[config.mk]
export PLATFORM = sky130hd
export DESIGN_NAME = sipo_deserializer_flat
export DESIGN_NICKNAME = d
export VERILOG_FILES = /design/src/rtl/sipo_deserializer_pkg.sv /design/src/rtl/sipo_deserializer_if.sv /design/src/rtl/sipo_deserializer_out_reg.sv /design/src/rtl/sipo_deserializer.sv /design/src/flat_wrapper.sv
export SDC_FILE = /design/constraint.sdc
export NUM_CORES = 1
export LEC_CHECK = 0
export BUFFER_PORTS_ARGS = -buffer_cell sky130_fd_sc_hd__buf_2
export CAP_MARGIN = 20
export CORE_MARGIN = 2
export CORE_UTILIZATION = 35
export DETAILED_ROUTE_END_ITERATION = 6
export PLACE_DENSITY_LB_ADDON = 0.3
export RECOVER_POWER = 100
export SLEW_MARGIN = 20
export SYNTH_ARGS = -nofsm -noshare
export SYNTH_HDL_FRONTEND = slang
export SYNTH_SLANG_ARGS = --single-unit
export TNS_END_PERCENT = 5
[constraint.sdc]
create_clock -name clk -period 5.6 [get_ports clk]
set_input_delay 0.56 -clock clk [delete_from_list [all_inputs] [get_ports clk]]
set_output_delay 0.56 -clock clk [all_outputs]
set_load 0.05 [all_outputs]
[src/rtl/sipo_deserializer_pkg.sv]
// Shared definitions for the serial-in/parallel-out deserializer.
package sipo_deserializer_pkg;

  localparam int unsigned DEF_WIDTH = 8;
  localparam int unsigned DEF_CNT_W = 16;

  typedef enum logic [1:0] {
    IDLE  = 2'd0,
    SHIFT = 2'd1,
    FULL  = 2'd2
  } state_e;

  // Width of a bit-position counter able to index 0..width-1.
  function automatic int unsigned pos_width(input int unsigned width);
    return (width <= 2) ? 1 : $clog2(width);
  endfunction

endpackage

[src/rtl/sipo_deserializer_if.sv]
// Serial input and parallel output bus of the deserializer.
interface sipo_deserializer_if #(
  parameter int unsigned WIDTH = 8,
  parameter int unsigned CNT_W = 16
);

  logic             ser_in;
  logic             ser_valid;
  logic             ser_sof;
  logic             ser_ready;
  logic [WIDTH-1:0] par_data;
  logic             par_valid;
  logic             par_ready;
  logic             sync_err;
  logic [CNT_W-1:0] word_cnt;

  // Environment side: drives the serial stream and the parallel ready.
  modport master (
    output ser_in, ser_valid, ser_sof, par_ready,
    input  ser_ready, par_data, par_valid, sync_err, word_cnt
  );

  // Deserializer side.
  modport slave (
    input  ser_in, ser_valid, ser_sof, par_ready,
    output ser_ready, par_data, par_valid, sync_err, word_cnt
  );

endinterface

[src/rtl/sipo_deserializer_out_reg.sv]
// Parallel output holding register: load/consume handshake and delivered-word count.
module deser_out_reg #(
  parameter int unsigned WIDTH = 8,
  parameter int unsigned CNT_W = 16
) (
  input  logic             clk,
  input  logic             rst_n,
  input  logic             load,
  input  logic [WIDTH-1:0] word,
  input  logic             consume,
  output logic [WIDTH-1:0] data,
  output logic             valid,
  output logic [CNT_W-1:0] cnt
);

  // A load wins over a consume in the same cycle, so valid stays high with no gap.
  always_ff @(posedge clk or negedge rst_n) begin
    if (!rst_n) begin
      data  <= '0;
      valid <= 1'b0;
      cnt   <= '0;
    end else if (load) begin
      data  <= word;
      valid <= 1'b1;
      cnt   <= cnt + CNT_W'(1);
    end else if (valid && consume) begin
      valid <= 1'b0;
    end
  end

endmodule

[src/rtl/sipo_deserializer.sv]
// Serial-in/parallel-out deserializer with sof framing and valid/ready output.
module sipo_deserializer
  import sipo_deserializer_pkg::*;
#(
  parameter int unsigned WIDTH     = DEF_WIDTH,
  parameter bit          MSB_FIRST = 1'b1,
  parameter int unsigned CNT_W     = DEF_CNT_W
) (
  input logic               clk,
  input logic               rst_n,
  sipo_deserializer_if.slave bus
);

  localparam int unsigned      POS_W    = pos_width(WIDTH);
  localparam logic [POS_W-1:0] LAST_POS = POS_W'(WIDTH - 1);

  state_e           state;
  logic [POS_W-1:0] cnt;
  logic [WIDTH-1:0] sr;
  logic             ready;
  logic             sync_err;

  logic             accept;
  logic [POS_W-1:0] pos;
  logic [POS_W-1:0] idx;
  logic [WIDTH-1:0] word;
  logic             last_bit;
  logic             slot_free;
  logic             hold_release;
  logic             load;
  logic [WIDTH-1:0] load_word;

  assign bus.ser_ready = ready;
  assign bus.sync_err  = sync_err;

  // Bit placement and load decisions; a sof bit always restarts at position 0.
  always_comb begin
    accept       = bus.ser_valid & ready;
    pos          = bus.ser_sof ? '0 : cnt;
    idx          = MSB_FIRST ? (LAST_POS - pos) : pos;
    word         = bus.ser_sof ? '0 : sr;
    word[idx]    = bus.ser_in;
    last_bit     = accept && (state == SHIFT) && (pos == LAST_POS);
    slot_free    = !bus.par_valid || bus.par_ready;
    hold_release = (state == FULL) && bus.par_valid && bus.par_ready;
    load         = (last_bit && slot_free) || hold_release;
    load_word    = hold_release ? sr : word;
  end

  // Framing FSM, bit counter, shift register, registered ready and sync error.
  always_ff @(posedge clk or negedge rst_n) begin
    if (!rst_n) begin
      state    <= IDLE;
      cnt      <= '0;
      sr       <= '0;
      ready    <= 1'b0;
      sync_err <= 1'b0;
    end else begin
      sync_err <= 1'b0;
      ready    <= 1'b1;
      unique case (state)
        IDLE: begin
          if (accept && bus.ser_sof) begin
            sr    <= word;
            cnt   <= POS_W'(1);
            state <= SHIFT;
          end
        end
        SHIFT: begin
          if (accept) begin
            sync_err <= bus.ser_sof && (cnt != '0);
            if (last_bit) begin
              cnt <= '0;
              if (!slot_free) begin
                sr    <= word;
                state <= FULL;
                ready <= 1'b0;
              end
            end else begin
              sr  <= word;
              cnt <= pos + POS_W'(1);
            end
          end
        end
        FULL: begin
          if (hold_release) begin
            cnt   <= '0;
            state <= SHIFT;
          end else begin
            ready <= 1'b0;
          end
        end
        default: state <= IDLE;
      endcase
    end
  end

  deser_out_reg #(
    .WIDTH(WIDTH),
    .CNT_W(CNT_W)
  ) u_out_reg (
    .clk    (clk),
    .rst_n  (rst_n),
    .load   (load),
    .word   (load_word),
    .consume(bus.par_ready),
    .data   (bus.par_data),
    .valid  (bus.par_valid),
    .cnt    (bus.word_cnt)
  );

endmodule

[src/flat_wrapper.sv]
// flat-port wrapper written by rule: the top's interface ports become plain ports
module sipo_deserializer_flat import sipo_deserializer_pkg::*;
#(
  parameter int unsigned WIDTH     = DEF_WIDTH,
  parameter bit          MSB_FIRST = 1'b1,
  parameter int unsigned CNT_W     = DEF_CNT_W
)
  (clk, rst_n, bus_ser_in, bus_ser_valid, bus_ser_sof, bus_par_ready, bus_ser_ready, bus_par_data, bus_par_valid, bus_sync_err, bus_word_cnt);
  sipo_deserializer_if #(.WIDTH(WIDTH), .CNT_W(CNT_W)) bus_i ();
  input logic clk;
  input logic rst_n;
  input wire logic [$bits(bus_i.ser_in)-1:0] bus_ser_in;
  input wire logic [$bits(bus_i.ser_valid)-1:0] bus_ser_valid;
  input wire logic [$bits(bus_i.ser_sof)-1:0] bus_ser_sof;
  input wire logic [$bits(bus_i.par_ready)-1:0] bus_par_ready;
  output wire logic [$bits(bus_i.ser_ready)-1:0] bus_ser_ready;
  output wire logic [$bits(bus_i.par_data)-1:0] bus_par_data;
  output wire logic [$bits(bus_i.par_valid)-1:0] bus_par_valid;
  output wire logic [$bits(bus_i.sync_err)-1:0] bus_sync_err;
  output wire logic [$bits(bus_i.word_cnt)-1:0] bus_word_cnt;
  assign bus_i.ser_in = bus_ser_in;
  assign bus_i.ser_valid = bus_ser_valid;
  assign bus_i.ser_sof = bus_ser_sof;
  assign bus_i.par_ready = bus_par_ready;
  assign bus_ser_ready = bus_i.ser_ready;
  assign bus_par_data = bus_i.par_data;
  assign bus_par_valid = bus_i.par_valid;
  assign bus_sync_err = bus_i.sync_err;
  assign bus_word_cnt = bus_i.word_cnt;
  sipo_deserializer #(.WIDTH(WIDTH), .MSB_FIRST(MSB_FIRST), .CNT_W(CNT_W)) u_core (.clk(clk), .rst_n(rst_n), .bus(bus_i));
endmodule
-- After elaboration in Yosys (flattened, before gate mapping)
Index checks and enable logic that the tools add are counted.
- register bits after elaboration: 40
- bits of input ports: 6
- output and inout bits: 27
- logic and storage cells: 74
- $add $sub $neg: 3
- $lt $le $gt $ge: 2
- equal/unequal tests: 9
- multiplexer cells: 31
- bitwise operators: 1
- reductions and logical operators: 20
- operators by type and width (cell ; count):
    $mux 8 ; 6
    $add 16x1->16 const B ; 1
    $pmux 8 s2 ; 1
    $mux 3 ; 5
    $mux 2 ; 5
    $logic_and 1x1->1 ; 9
    $mux 1 ; 9
    $pmux 3 s3 ; 1
    $bwmux 8 ; 1
    $ne 2x1->1 const B ; 4
    $reduce_and 4->1 ; 2
    $pmux 2 s3 ; 1
    $reduce_bool 3->1 ; 2
    $reduce_and 5->1 ; 1
    $lt 3x4->1 const B ; 1
    $reduce_bool 2->1 ; 2
    $add 3x1->3 const B ; 1
    $demux 1 s3 ; 1
    $eq 3x3->1 const B ; 1
    $ge 3x1->1 const B ; 1
    $ne 3x3->1 const B ; 1
    $sub 3x3->3 const A ; 1
    $eq 2x1->1 const B ; 1
    $eq 2x2->1 const B ; 1
    6 further kinds ; 7

-- Longest topological paths before layout
- depth after elaboration: 11
- gate-level depth with buffers: 10
- mapped depth without buffers: 7

-- Cells and area by module
Synthesis repeated with hierarchy kept, for this count alone.
- cells, all modules: 179
- area total of the unflattened synthesis: 2114.5 µm²
- by module, submodules not included (module ; times used ; cells an instance ; area an instance (µm²) ; sequential area each (µm²)):
    deser_out_reg ; 1 ; 76 ; 1061.0 ; 625.6
    sipo_deserializer ; 1 ; 103 ; 1053.5 ; 375.4

-- Worst setup path after synthesis
Ideal clock, no wire load.
- kind: input port to flip-flop
- from: in bus_ser_sof
- to: reg u_core.u_out_reg.cnt[15]
- data arrival time: 2.239 ns
- path slack: 3.280 ns
- cell stages on the path: 10
- path buffers: 3
- cells stage by stage: buf_2 -> nor2b_1 -> ha_1 -> ha_1 -> nand3_1 -> o31a_1 -> buf_6 -> buf_6 -> nor4_4 -> xor2_1
- cells in the longest elaborated chain, start to end: 5
- RTL lines (item ; RTL line ; text):
    start, declared ; flat_wrapper.sv:14 ; input wire logic [$bits(bus_i.ser_sof)-1:0] bus_ser_sof;
    $mux 3 ; sipo_deserializer.sv:39 ; pos = bus.ser_sof ? '0 : cnt;
    $eq 3x3->1 ; sipo_deserializer.sv:43 ; last_bit = accept && (state == SHIFT) && (pos == LAST_POS);
    $logic_and 1x1->1 ; sipo_deserializer.sv:43 ;
    $logic_and 1x1->1 ; sipo_deserializer.sv:46 ; load = (last_bit && slot_free) || hold_release;
    $logic_or 1x1->1 ; sipo_deserializer.sv:46 ;
    end signal, assigned ; sipo_deserializer_out_reg.sv:25 ; cnt <= cnt + CNT_W'(1);
    end, declared ; sipo_deserializer_out_reg.sv:13 ; output logic [CNT_W-1:0] cnt
No other way between the ends.
A chain may end at the register's enable or synchronous reset.

-- Worst setup path in the final report
- from: reg u_core.cnt[0]
- to: reg u_core.sr[7]
- cells in the longest elaborated chain, start to end: 11
- elaborated cells between the ends (all ways): 17
- RTL lines (item ; RTL line ; text):
    start, declared ; sipo_deserializer.sv:18 ; logic [POS_W-1:0] cnt;
    start signal, assigned ; sipo_deserializer.sv:81 ; cnt <= pos + POS_W'(1);
    $mux 3 (*) ; sipo_deserializer.sv:39 ;
    $sub 3x3->3 ; sipo_deserializer.sv:40 ; idx = MSB_FIRST ? (LAST_POS - pos) : pos;
    $lt 3x4->1 (implied by the code) or $ge 3x1->1 (tied branches) ; sipo_deserializer.sv:42 ; word[idx] = bus.ser_in;
    $logic_and 1x1->1 (implied by the code) ; sipo_deserializer.sv:42 ;
    $mux 1 (implied by the code) ; sipo_deserializer.sv:42 ;
    $demux 1 s3 ; n/a ;
    $bwmux 8 ; sipo_deserializer.sv:42 ;
    $mux 8 ; sipo_deserializer.sv:74 ; if (!slot_free) begin
    $mux 8 ; sipo_deserializer.sv:72 ; if (last_bit) begin
    $mux 8 ; sipo_deserializer.sv:70 ; if (accept) begin
    $pmux 8 s2 ; sipo_deserializer.sv:61 ; unique case (state)
    end signal, assigned ; sipo_deserializer.sv:64 ; sr <= word;
    end signal, assigned ; sipo_deserializer.sv:75 ; sr <= word;
    end signal, assigned ; sipo_deserializer.sv:80 ; sr <= word;
    end, declared ; sipo_deserializer.sv:19 ; logic [WIDTH-1:0] sr;
Every way passes the cells marked *; elsewhere a longest branch is shown, timed or not. The select of a mux whose other input is x is not followed.

==> metrics.md <==
| Metric | Value |
|---|---|
| Max-cap violations | `1` |
| Clk network pwr share | `0.283` |
| Initial antenna violation count | `0` |
| Clock latency at the later pin of the worst-skew pair | `300 ps` |
| Port-buffer cells | `32` |
| Antenna cells | `0` |
| Clk pin slew, worst setup/hold paths | `90 ps` |
| First-pass GRT wire length | `7550 µm` |
| Number of global-route vias before repair | `1546` |
| Initial Util | `0.361` |
| DP HPWL | `3040 µm` |
| Switching Share | `0.342` |
| Clock Skew | `11.9 ps` |
| Most common cell after layout, fill and taps aside | `dfrtp_1` |
| Minimum clock period | `2970 ps` |
| Syn_nets | `216` |
| P&R area growth vs syn | `10.8%` |
| Data arrival, critical path | `3160 ps` |
| Min Hold Slack | `478 ps` |
| Htree depth | `2` |
| DRC | `0` |
| CP Class | `reg -> reg` |
| Register area share after synthesis | `0.468` |
| Cell Rows | `28` |
| Post-Route WL | `4470 µm` |
| Highest net fanout along the worst path | `13` |
| Post-synthesis cell area | `2140 µm²` |
| Worst rel slew slack | `-0.405` |
| Worst slew pin tran | `2110 ps` |
| Sequential power share | `0.432` |
| Largest net degree at the start of global routing | `41` |
| Area contributors post-synth | `dfrtp_1 47%, mux2_2 5.3%, xor2_1 4.9%` |
| Initial drt markers | `105` |
| Buf/Inv on CP | `0` |
| PwrDens | `361 nW/µm²` |
| Internal Pwr Total | `0.000563 W` |
| IO Pins | `33` |
| WL/cell | `14.5 µm` |
| Startpoint types | `register` |
| Most used flip-flop cell after synthesis | `dfrtp_1` |
| RSZ-0062 raised after global routing | `false` |
| Status | `finished, violations left` |
| Fin crit share | `0.531` |
| CTS max path bufs | `2` |
| Worst EP required | `5790 ps` |
| Synthesis-stage register bit count | `40` |
| ANT nets after route | `0` |
| Core area | `5920 µm²` |
| Post-CTS Resized | `0` |
| Hold buffer count at CTS | `0` |
| Ordered list of cells on the worst path | `nor2b_1, ha_1, ha_1, a311oi_1, o21ai_0, mux2_2` |
| Gr usage total | `0.147` |
| CTS sink cnt | `40` |
| Grt ovf | `0` |
| Final core occ | `0.400` |
| Chip height | `82.2 µm` |
| Post-synth ARST share | `1.00` |
| Avg Inst Size Synth | `10.5 µm²` |
| Drt via density | `5.38` |
| Yosys top cell area share | `0.468` |
| Num CTS Buffers | `5` |
| CP peak stage delay | `1190 ps` |
| Gate Count Post-Synth | `203` |
| Final Hold Fails | `0` |
| DP Area | `2330 µm²` |
| Layout cells sized above 1 | `0.103` |
| Routed via count | `1652` |
| TritonRoute pass-1 iters | `4` |
| Post-Layout Inst Area | `2370 µm²` |
| Die W | `82.2 µm` |
| Gpl congestion | `0.839` |
| Die area | `6750 µm²` |
| FMAX | `0.336 GHz` |
| # nets final | `244` |
| Final setup vio count | `0` |
| Setup Buffers After CTS | `0` |
| Cell family with most CP delay | `compound AO/OA/AOI/OAI gates` |
| TritonCTS clock tree | `built` |
| HP Class | `reg -> reg` |
| Gate power share | `0.285` |
| Clock root cell | `clkbuf_8` |
| Post-synth EDFFs | `0` |
| Most frequent cells in the layout | `40 x dfrtp_1, 28 x clkbuf_1, 16 x nand3_1` |
| Slowest CP cell | `a311oi_1` |
| Failing checks | `capacitance limit, slew limit` |
| Fin. max-slew vios | `41` |
| Setup TNS Final | `0 ps` |
| Sw Pwr | `0.000292 W` |
| Netlist cell types | `41` |
| Max VDD drop | `0.000146 V` |
| Crit path capture type | `register` |
| Syn. warnings | `0` |
| CP dominant cell by count | `ha_1` |
| Leakage | `1.09 nW` |
| Largest area contributor in the netlist | `dfrtp_1` |
final cells by class:
class	count	area [µm²]
Sequential cell	40	1000
Clock inverter	3	42.5
Tap cell	75	93.8
Inverter	10	37.5
Clock buffer	5	68.8
Fill cell	614	3550
Timing Repair Buffer	32	125
Multi-Input combinational cell	142	1000
cell usage after synthesis (3+ instances only):
library cell / instances
xnor2_1: 3
nand2_1: 6
nor2_1: 13
nor3_1: 6
inv_1: 10
dfrtp_1: 40
nor3b_1: 4
a2bb2oi_1: 3
nand3_1: 16
o21ai_0: 8
a22oi_1: 5
mux2i_1: 4
nand4_1: 4
nor4_1: 4
ha_1: 7
nand3b_1: 3
a21oi_1: 6
mux2_2: 10
nor4b_2: 3
clkbuf_1: 6
nor2b_1: 5
xor2_1: 12
worst paths after layout:
path	start	to	cells after the start	slack (ps)
hold reg to reg	u_core.u_out_reg.cnt[15]$_DFFE_PN0P_	u_core.u_out_reg.cnt[15]$_DFFE_PN0P_	1	480
setup / recovery	u_core.cnt[0]$_DFFE_PN0P_	u_core.sr[7]$_DFFE_PN0P_	6	2630
max in group asynchronous	rst_n	u_core.cnt[1]$_DFFE_PN0P_	1	3520
hold / removal	u_core.u_out_reg.cnt[15]$_DFFE_PN0P_	u_core.u_out_reg.cnt[15]$_DFFE_PN0P_	1	480
min in group asynchronous	rst_n	u_core.state[1]$_DFFE_PN0P_	1	860
setup reg to reg	u_core.cnt[0]$_DFFE_PN0P_	u_core.sr[7]$_DFFE_PN0P_	6	2630
metrics by stage:
stage / instances / setup WS (ps) / power [W]
global placement: 299 / 3030 / 0.000624
finish: 307 / 2630 / 0.000855
floorplan: 203 / 3280 / 0.000567
CTS: 307 / 3030 / 0.000866
detailed placement: 299 / 2990 / 0.000624
global route: 307 / 2200 / 0.000913
power by group through the flow:
stage / registers, W / clock network [W] / logic, W
final: 0.000370 / 0.000242 / 0.000244
after global routing: 0.000377 / 0.000261 / 0.000275
after CTS: 0.000370 / 0.000245 / 0.000250
after detailed placement: 0.000376 / 0 / 0.000248
after global placement: 0.000376 / 0 / 0.000248
after floorplan: 0.000368 / 0 / 0.000199
metal layers:
layer  vias up  global-route usage  routed length (µm)
met2        49               0.229                2020
met3         8              0.0359                 275
met5         -                   0                   0
met4         0              0.0450                  55
li1        785                   -                   -
met1       810               0.202                2110
sequential cells by signal, summed over array words and instances (netlist names):
register	cells
u_core.u_out_reg.cnt	16
u_core.sr	8
u_core.u_out_reg.data	8
u_core.cnt	3
u_core.state	2
u_core.bus.ser_ready	1
u_core.bus.sync_err	1
u_core.u_out_reg.valid	1
cells by family after synthesis:
kind of cell | count (synthesis) | synth area share
xor gates and xnor gates | 15 | 0.0614
AOI/OAI and AO/OA | 33 | 0.109
adders and majority gates | 7 | 0.0409
buffers and inverters | 21 | 0.0450
DFF | 40 | 0.468
and+or+nand+nor | 73 | 0.204
muxes | 14 | 0.0713
(Power assumes the default switching activity.)
